`config.mk`:
```
export PLATFORM = sky130hd
export DESIGN_NAME = cpu_run_ctrl_flat
export DESIGN_NICKNAME = d
export VERILOG_FILES = /design/src/rtl/cpu_run_ctrl_if.sv /design/src/rtl/cpu_run_ctrl.sv /design/src/flat_wrapper.sv
export SDC_FILE = /design/constraint.sdc
export NUM_CORES = 1
export LEC_CHECK = 0
export ABC_CLOCK_PERIOD_IN_PS = 2220
export BUFFER_PORTS_ARGS = -buffer_cell sky130_fd_sc_hd__buf_2
export CORE_ASPECT_RATIO = 0.7
export CORE_UTILIZATION = 52
export CTS_CLUSTER_DIAMETER = 50
export DETAILED_ROUTE_END_ITERATION = 10
export MAX_ROUTING_LAYER = met4
export PLACE_DENSITY = 0.88
export SYNTH_ARGS = -nofsm -noshare
export SYNTH_HDL_FRONTEND = slang
export SYNTH_SLANG_ARGS = --single-unit
```
`constraint.sdc`:
```
create_clock -name clk -period 2.22 [get_ports clk]
set_clock_uncertainty 0.05 [all_clocks]
set_input_delay 0.111 -clock clk [delete_from_list [all_inputs] [get_ports clk]]
set_output_delay 0.111 -clock clk [all_outputs]
set_load 0.01 [all_outputs]
```
`src/rtl/cpu_run_ctrl_if.sv`:
```
// Monitor-side command channel for cpu_run_ctrl: valid/ready request plus done/err response.
interface cpu_run_ctrl_if;
    logic        cmd_valid;
    logic [1:0]  cmd_code;
    logic [15:0] step_cnt;
    logic        cmd_ready;
    logic        cmd_done;
    logic        cmd_err;

    modport master (
        output cmd_valid, cmd_code, step_cnt,
        input  cmd_ready, cmd_done, cmd_err
    );

    modport slave (
        input  cmd_valid, cmd_code, step_cnt,
        output cmd_ready, cmd_done, cmd_err
    );
endinterface

```
`src/rtl/cpu_run_ctrl.sv`:
```
// Run controller: turns monitor start/quit/step commands into cpu_start/quit_cmd pulses.
// Define RUN_CTRL_STEP_EN to build the step down-counter (auto-quit after N unstalled cycles).
module cpu_run_ctrl (
    input  logic          clk,
    input  logic          rst_n,
    cpu_run_ctrl_if.slave bus,
    input  logic          init_calib_complete,
    input  logic          stall,
    input  logic          rst_pipe_wb,
    output logic          cpu_start,
    output logic          quit_cmd,
    output logic          cpu_running,
    output logic [31:0]   run_cycles
);

    localparam logic [1:0] CmdNop   = 2'b00;
    localparam logic [1:0] CmdStart = 2'b01;
    localparam logic [1:0] CmdQuit  = 2'b10;
    localparam logic [1:0] CmdStep  = 2'b11;

`ifdef RUN_CTRL_STEP_EN
    localparam bit StepEn = 1'b1;
`else
    localparam bit StepEn = 1'b0;
`endif

    typedef enum logic [2:0] {
        StIdle, StWaitCal, StStart, StSyncS, StRun, StQuit, StSyncQ
    } state_e;

    state_e      state_q, state_d;
    logic        accept, launch_ok, launch, auto_quit;
    logic        done_d, err_d;
    logic        cpu_start_q, quit_cmd_q, cmd_done_q, cmd_err_q;
    logic [31:0] run_cycles_q;

    assign bus.cmd_ready = (state_q == StIdle) || (state_q == StWaitCal) || (state_q == StRun);
    assign accept        = bus.cmd_valid & bus.cmd_ready;
    // A zero-length step is never launched; without the step build no step launches at all.
    assign launch_ok     = (bus.cmd_code == CmdStart) |
                           ((bus.cmd_code == CmdStep) & StepEn & (bus.step_cnt != 16'd0));
    assign launch        = accept & (state_q == StIdle) & launch_ok;

`ifdef RUN_CTRL_STEP_EN
    logic [15:0] step_q;
    logic        step_active_q;

    assign auto_quit = step_active_q & ~stall & (step_q == 16'd1);

    always_ff @(posedge clk or negedge rst_n) begin
        if (!rst_n) begin
            step_q        <= 16'd0;
            step_active_q <= 1'b0;
        end else if (launch) begin
            step_q        <= bus.step_cnt;
            step_active_q <= (bus.cmd_code == CmdStep);
        end else if ((state_q == StRun) && step_active_q && !stall && (step_q != 16'd0)) begin
            step_q <= step_q - 16'd1;
        end
    end
`else
    assign auto_quit = 1'b0;
`endif

    always_comb begin
        state_d = state_q;
        done_d  = 1'b0;
        err_d   = 1'b0;
        case (state_q)
            StIdle: begin
                if (accept) begin
                    if (launch_ok) begin
                        state_d = init_calib_complete ? StStart : StWaitCal;
                    end else begin
                        done_d = 1'b1;
                        err_d  = (bus.cmd_code == CmdStep);
                    end
                end
            end
            StWaitCal: begin
                if (accept && (bus.cmd_code == CmdQuit)) begin
                    state_d = StIdle;
                    done_d  = 1'b1;
                end else begin
                    if (accept) begin
                        done_d = 1'b1;
                        err_d  = (bus.cmd_code != CmdNop);
                    end
                    if (init_calib_complete) state_d = StStart;
                end
            end
            StStart: state_d = StSyncS;
            StSyncS: begin
                if (rst_pipe_wb) begin
                    state_d = StRun;
                    done_d  = 1'b1;
                end
            end
            StRun: begin
                // Losing calibration abandons the run silently.
                if (!init_calib_complete) begin
                    state_d = StIdle;
                end else if ((accept && (bus.cmd_code == CmdQuit)) || auto_quit) begin
                    state_d = StQuit;
                end else if (accept) begin
                    done_d = 1'b1;
                    err_d  = (bus.cmd_code != CmdNop);
                end
            end
            StQuit: state_d = StSyncQ;
            StSyncQ: begin
                if (rst_pipe_wb) begin
                    state_d = StIdle;
                    done_d  = 1'b1;
                end
            end
            default: state_d = StIdle;
        endcase
    end

    always_ff @(posedge clk or negedge rst_n) begin
        if (!rst_n) begin
            state_q      <= StIdle;
            cpu_start_q  <= 1'b0;
            quit_cmd_q   <= 1'b0;
            cmd_done_q   <= 1'b0;
            cmd_err_q    <= 1'b0;
            run_cycles_q <= 32'd0;
        end else begin
            state_q     <= state_d;
            cpu_start_q <= (state_d == StStart);
            quit_cmd_q  <= (state_d == StQuit);
            cmd_done_q  <= done_d;
            cmd_err_q   <= err_d;
            if (launch) begin
                run_cycles_q <= 32'd0;
            end else if ((state_q == StRun) && !stall) begin
                run_cycles_q <= run_cycles_q + 32'd1;
            end
        end
    end

    assign cpu_start    = cpu_start_q;
    assign quit_cmd     = quit_cmd_q;
    assign cpu_running  = (state_q == StRun);
    assign run_cycles   = run_cycles_q;
    assign bus.cmd_done = cmd_done_q;
    assign bus.cmd_err  = cmd_err_q;

endmodule

```
`src/flat_wrapper.sv`:
```
// flat-port wrapper written by rule: the top's interface ports become plain ports
module cpu_run_ctrl_flat 
  (clk, rst_n, init_calib_complete, stall, rst_pipe_wb, cpu_start, quit_cmd, cpu_running, run_cycles, bus_cmd_valid, bus_cmd_code, bus_step_cnt, bus_cmd_ready, bus_cmd_done, bus_cmd_err);
  cpu_run_ctrl_if bus_i ();
  input  logic clk;
  input  logic rst_n;
  input  logic init_calib_complete;
  input  logic stall;
  input  logic rst_pipe_wb;
  output logic cpu_start;
  output logic quit_cmd;
  output logic cpu_running;
  output logic [31:0] run_cycles;
  input wire logic [$bits(bus_i.cmd_valid)-1:0] bus_cmd_valid;
  input wire logic [$bits(bus_i.cmd_code)-1:0] bus_cmd_code;
  input wire logic [$bits(bus_i.step_cnt)-1:0] bus_step_cnt;
  output wire logic [$bits(bus_i.cmd_ready)-1:0] bus_cmd_ready;
  output wire logic [$bits(bus_i.cmd_done)-1:0] bus_cmd_done;
  output wire logic [$bits(bus_i.cmd_err)-1:0] bus_cmd_err;
  assign bus_i.cmd_valid = bus_cmd_valid;
  assign bus_i.cmd_code = bus_cmd_code;
  assign bus_i.step_cnt = bus_step_cnt;
  assign bus_cmd_ready = bus_i.cmd_ready;
  assign bus_cmd_done = bus_i.cmd_done;
  assign bus_cmd_err = bus_i.cmd_err;
  cpu_run_ctrl u_core (.clk(clk), .rst_n(rst_n), .bus(bus_i), .init_calib_complete(init_calib_complete), .stall(stall), .rst_pipe_wb(rst_pipe_wb), .cpu_start(cpu_start), .quit_cmd(quit_cmd), .cpu_running(cpu_running), .run_cycles(run_cycles));
endmodule
```
* Yosys cells after proc, flatten, opt, wreduce, memory -nomap -nowiden
Index checks and enable logic that the tools add are counted.
Operators by class: equal/unequal tests 11, bitwise gates (word level) 3, $add $sub $neg 1, multiplexer cells 26, reductions and logical operators 9
Operators by type and width (count):
- 32-bit two-way mux | 2
- 32-bit by 1-bit adder with 32-bit output, second input constant | 1
- 3-bit two-way mux | 8
- 3-bit case mux with 7 select lines | 1
- 3-bit == test, second input constant | 4
- 1-bit two-way mux | 12
- 3-bit by 2-bit == test with 1-bit output, second input constant | 3
- 2-bit == test, second input constant | 2
- 1-bit case mux with 4 select lines | 1
- 2-bit nonzero test | 2
- 1-bit AND | 3
- 3-bit by 1-bit == test with 1-bit output, second input constant | 1
- 3-bit logical NOT | 1
- 1-bit case mux with 3 select lines | 1
- 2-bit by 1-bit == test with 1-bit output, second input constant | 1
- 1-bit logical AND | 2
- 1-bit logical OR | 2
- 2-bit two-way mux | 1
- 2-bit OR reduction | 1
- 1-bit logical NOT | 1
Word-level totals: bits of input ports 24, flip-flop bits (word level) 39, logic and storage cells 56, output and inout bits 38

* Logic depth before layout (Yosys ltp)
depth in word-level cells 9, depth in mapped cells 6, mapped depth without buffers 4

* Worst setup path after synthesis
Ideal clock, no wire load.
kind register to register, start point register u_core.run_cycles_q[20], in the netlist u_core.run_cycles[20], end point register u_core.run_cycles_q[29], in the netlist u_core.run_cycles[29], cell stages (with the launch flop) 5, data required time 2.092 ns, buffers on the path 0, setup slack 0.345 ns, arrival 1.748 ns, library setup time 0.078 ns, cell sequence dfrtp_1 nand4_2 or4_4 or4_1 a21oi_1
On the way: word-level cells in the longest chain between the ends 3
Ends and longest elaborated chain:
- from (decl) | RTL line cpu_run_ctrl.sv:35 | logic [31:0] run_cycles_q;
- from (signal assigned) | RTL line cpu_run_ctrl.sv:138 | run_cycles_q <= run_cycles_q + 32'd1;
- 32-bit by 1-bit adder with 32-bit output | RTL line cpu_run_ctrl.sv:138
- 32-bit two-way mux | RTL line cpu_run_ctrl.sv:137 | end else if ((state_q == StRun) && !stall) begin
- 32-bit two-way mux | RTL line cpu_run_ctrl.sv:135 | if (launch) begin
No other way between the ends. The select of a mux whose other input is x is not followed. A chain may end at the register's enable or synchronous reset.

* Worst setup path after layout
start point register u_core.state_q[1], end point register u_core.run_cycles_q[26], in the netlist u_core.run_cycles[26]
On the way: word-level cells in the longest chain between the ends 7, elaborated cells between the ends (all ways) 11, classes of those cells eq/ne (2); mux (1); bitwise (3); reduce/logical (5)
Ends and longest elaborated chain:
- from (decl) | RTL line cpu_run_ctrl.sv:31 | state_e state_q, state_d;
- from (signal assigned) | RTL line cpu_run_ctrl.sv:123 | state_q <= StIdle;
- from (signal assigned) | RTL line cpu_run_ctrl.sv:130 | state_q <= state_d;
- 3-bit by 1-bit == test with 1-bit output or 3-bit logical NOT (tied branches) | RTL line cpu_run_ctrl.sv:37, cpu_run_ctrl.sv:42
- 1-bit logical OR (2 in a row) | RTL line cpu_run_ctrl.sv:37 | assign bus.cmd_ready = (state_q == StIdle) || (state_q == StWaitCal) || (state_q == StRun);
- 1-bit AND | RTL line cpu_run_ctrl.sv:38 | assign accept = bus.cmd_valid & bus.cmd_ready;
- 1-bit AND (2 in a row) | RTL line cpu_run_ctrl.sv:42 | assign launch = accept & (state_q == StIdle) & launch_ok;
- 32-bit two-way mux or 2-bit nonzero test (tied branches)
Parallel ways exist; a longest one is shown, timed or not.

==> results.ini <==
[place]
io_buffers = 45
place_congestion = 0.828
pre_cts_ws_ns = 0.189
dp_hpwl_microns = 3730

[sta]
slew_headroom = 0.438
rsz0062_at_grt = no
slew_violations = 0
fin_crit_sh = 0.921
hold_violations = 0
max_freq_ghz = 0.489
layout_setup_ws_ns = 0.175
worstMarginPinSlew_ns = 0.843
period_minus_slack_ns = 2.04
fin_tns_setup_ns = 0
setup_viol = 0

[pwr]
switching_power_mw = 0.607
clock_power_share = 0.259
p_int_mw = 1.21
ir_worst_vdd_mv = 0.438
powerDensity_nw_per_um2 = 697
p_comb_frac = 0.283
p_seq_frac = 0.458
p_leak_nw = 1.20
switching_share = 0.334

[yosys]
synth_nets = 260
yosys_warnings = 0
ys_seq_area_frac = 0.439
synth_cell_type_count = 47
synth_area_leaders = dfrtp_1 44%, or4_1 5.7%, a21oi_1 5.4%, o31ai_1 5.4%, nand3_1 3.6%
synth.avg_cell_area_sq_um = 9.45
synthCells = 235
synth_top_area_cell = dfrtp_1
ys_seq_elements = 39
synth-edff-count = 0
synthFlopType = dfrtp_1
syn_area_sq_um = 2220
yosysMostFrequentCell = dfrtp_1
async_reset_ff_frac = 1.00
ys_top_cells_by_count = 39 x dfrtp_1, 24 x a21oi_1, 17 x or4_1, 16 x nand3_1, 16 x o31ai_1
synth_top_area_frac = 0.439

[routing]
wl_microns = 5500
dr.first_iter.drc_count = 99
wl_met3_microns = 355
wl_met1_microns = 2490
met2_length_microns = 2530
first_pass_iters = 5
final_antenna_net_count = 0
wl_per_cell_microns = 16.4
dr.max_layer_used = met4
vias = 2136
drc = 0
via_per_inst = 6.36

[die]
rows = 19
fp.dieArea_sq_um = 4540
dieWidth_microns = 80.1
core_sq_um = 3990
io_pins = 62
die_h_microns = 56.7
initial_core_util = 0.556

[global_route]
grt_pass1_wl_microns = 9150
grt_max_degree = 40
antenna_found_initial = 0
gr-total-overflow = 0
track_usage = 0.273
grt_pass1_vias = 1917

[critical_path]
cp-start-kind = flop
cp_max_fo = 10
cp_top_family = simple AND/OR/NAND/NOR gates
max_stage_delay_ns = 0.50
r2r-end = u_core.run_cycles[26]$_DFFE_PN0P_
cp_num_buf_inv = 1
rrSetupSlack_ns = 0.18
required_ns = 2.39
path_cells = nor4b_4, buf_4, nand4_4, or4_1, a21oi_1
cp.arrival_ns = 2.21
reg2reg_from = u_core.state_q[1]$_DFF_PN0_
criticalPathCategory = flop to flop
critPathSlowestCell = or4_1
critPathCaptureType = flop
reg2reg_depth = 5

[final_layout]
final_nets = 308
drive_gt1_frac = 0.264
multiInputGateArea_sq_um = 1160
seq_area_sq_um = 976
antenna_cells = 0
fillers = 322
area_growth_pct = 17.4

[clock_tree]
post-cts-setup-buffers = 0
numCtsBuffers = 5
cts_tree = built
insertion_delay_ns = 0.30
clk_pin_slew_worst_paths_ns = 0.08
cts.sinks = 39
cts-root-buf = clkbuf_8
cts.path.max_buffers = 2
h-tree-depth = 2

[hold_path]
min_to = u_core.quit_cmd$_DFF_PN0_
holdCritPathClass = primary input to flop
hold_path_depth = 3
hp-start = bus_cmd_code[1]

[job]
drv_cap = 0

[outcome]
outcome = completed

==> routing by layer <==
layer,track usage,vias to the layer above
li1,-,993
met1,0.369,1034
met2,0.407,90
met3,0.0488,19
met4,0.110,0
met5,-,-
==> flip-flops by register name, summed over array words and instances (netlist names) <==
register and flops:
u_core.bus.cmd_err 1, u_core.run_cycles 32, u_core.cpu_start 1, u_core.bus.cmd_done 1, u_core.state_q 3, u_core.quit_cmd 1
==> worst max-delay path by stage <==
stage | cells after the start | slack [ns] | endpoint | from
final | 5 | 0.18 | u_core.run_cycles[26]$_DFFE_PN0P_ | u_core.state_q[1]$_DFF_PN0_
after detailed placement | 4 | 0.19 | u_core.run_cycles[19]$_DFFE_PN0P_ | u_core.run_cycles[2]$_DFFE_PN0P_
after global routing | 5 | 0.05 | u_core.run_cycles[26]$_DFFE_PN0P_ | u_core.state_q[1]$_DFF_PN0_
after global placement | 4 | 0.25 | u_core.run_cycles[19]$_DFFE_PN0P_ | u_core.run_cycles[2]$_DFFE_PN0P_
after CTS | 4 | 0.15 | u_core.run_cycles[19]$_DFFE_PN0P_ | u_core.run_cycles[2]$_DFFE_PN0P_
after floorplan | 4 | 0.34 | u_core.run_cycles[29]$_DFFE_PN0P_ | u_core.run_cycles[20]$_DFFE_PN0P_
==> per-stage QoR <==
stage	cell area, sq um	hold WS [ns]	instances	utilization	total power, mW
after floorplan	2220	-0.235	235	-	1.17
after global placement	2500	0.213	327	0.627	1.33
after detailed placement	2500	0.218	327	0.627	1.35
after CTS	2600	0.0379	336	0.650	1.81
after global routing	2610	0.0500	336	0.653	1.91
final	2610	0.0401	336	0.653	1.82
==> worst min-delay path: stages <==
cell	delay, ns
buf_2	0.13
nand2_1	0.06
nor3_1	0.05
==> power groups by stage <==
stage                     registers (mW)  logic (mW)  clock network (mW)
after floorplan                    0.868       0.298                   0
after global placement             0.843       0.489                   0
after detailed placement           0.848       0.500                   0
after CTS                          0.833       0.506               0.474
after global routing               0.842       0.569               0.503
final                              0.833       0.514               0.471
==> cell type report <==
class	instances	area share
well taps	52	0.0250
clock inverters	1	0.00192
repair buffers	55	0.116
inverters	5	0.00720
flip-flops and latches	39	0.374
clock buffers	7	0.0293
multi-input cells	177	0.446
==> cell families after synthesis <==
family | share of synthesized area
flops | 0.439
fa+ha+maj | 0.00563
buf+inv | 0.0417
simple gates | 0.312
compound gates | 0.157
mux | 0.00901
xor+xnor | 0.0355
==> layout by cell type (no fill, tap or decap), types with 3 or more instances in the layout <==
cell / Yosys / final
buf_2: 0 / 45
dfrtp_1: 39 / 39
a21oi_1: 24 / 24
or4_1: 17 / 17
o31ai_1: 16 / 16
nor2_1: 15 / 15
nand2_1: 15 / 15
nand3_1: 16 / 15
o21ai_0: 9 / 9
buf_4: 3 / 9
xor2_1: 7 / 7
nand4_1: 7 / 7
inv_1: 5 / 5
clkbuf_8: 0 / 5
and4_1: 4 / 4
or3_1: 4 / 4
and2_1: 3 / 3
and3_1: 3 / 3
==> what timing repair did <==
action / in CTS / in global routing
hold buffers: 1 / 0
endpoints found under the setup margin: 0 / 2
endpoints found under the hold margin: 39 / 0
resized for setup: 0 / 2
(Power assumes the default switching activity.)
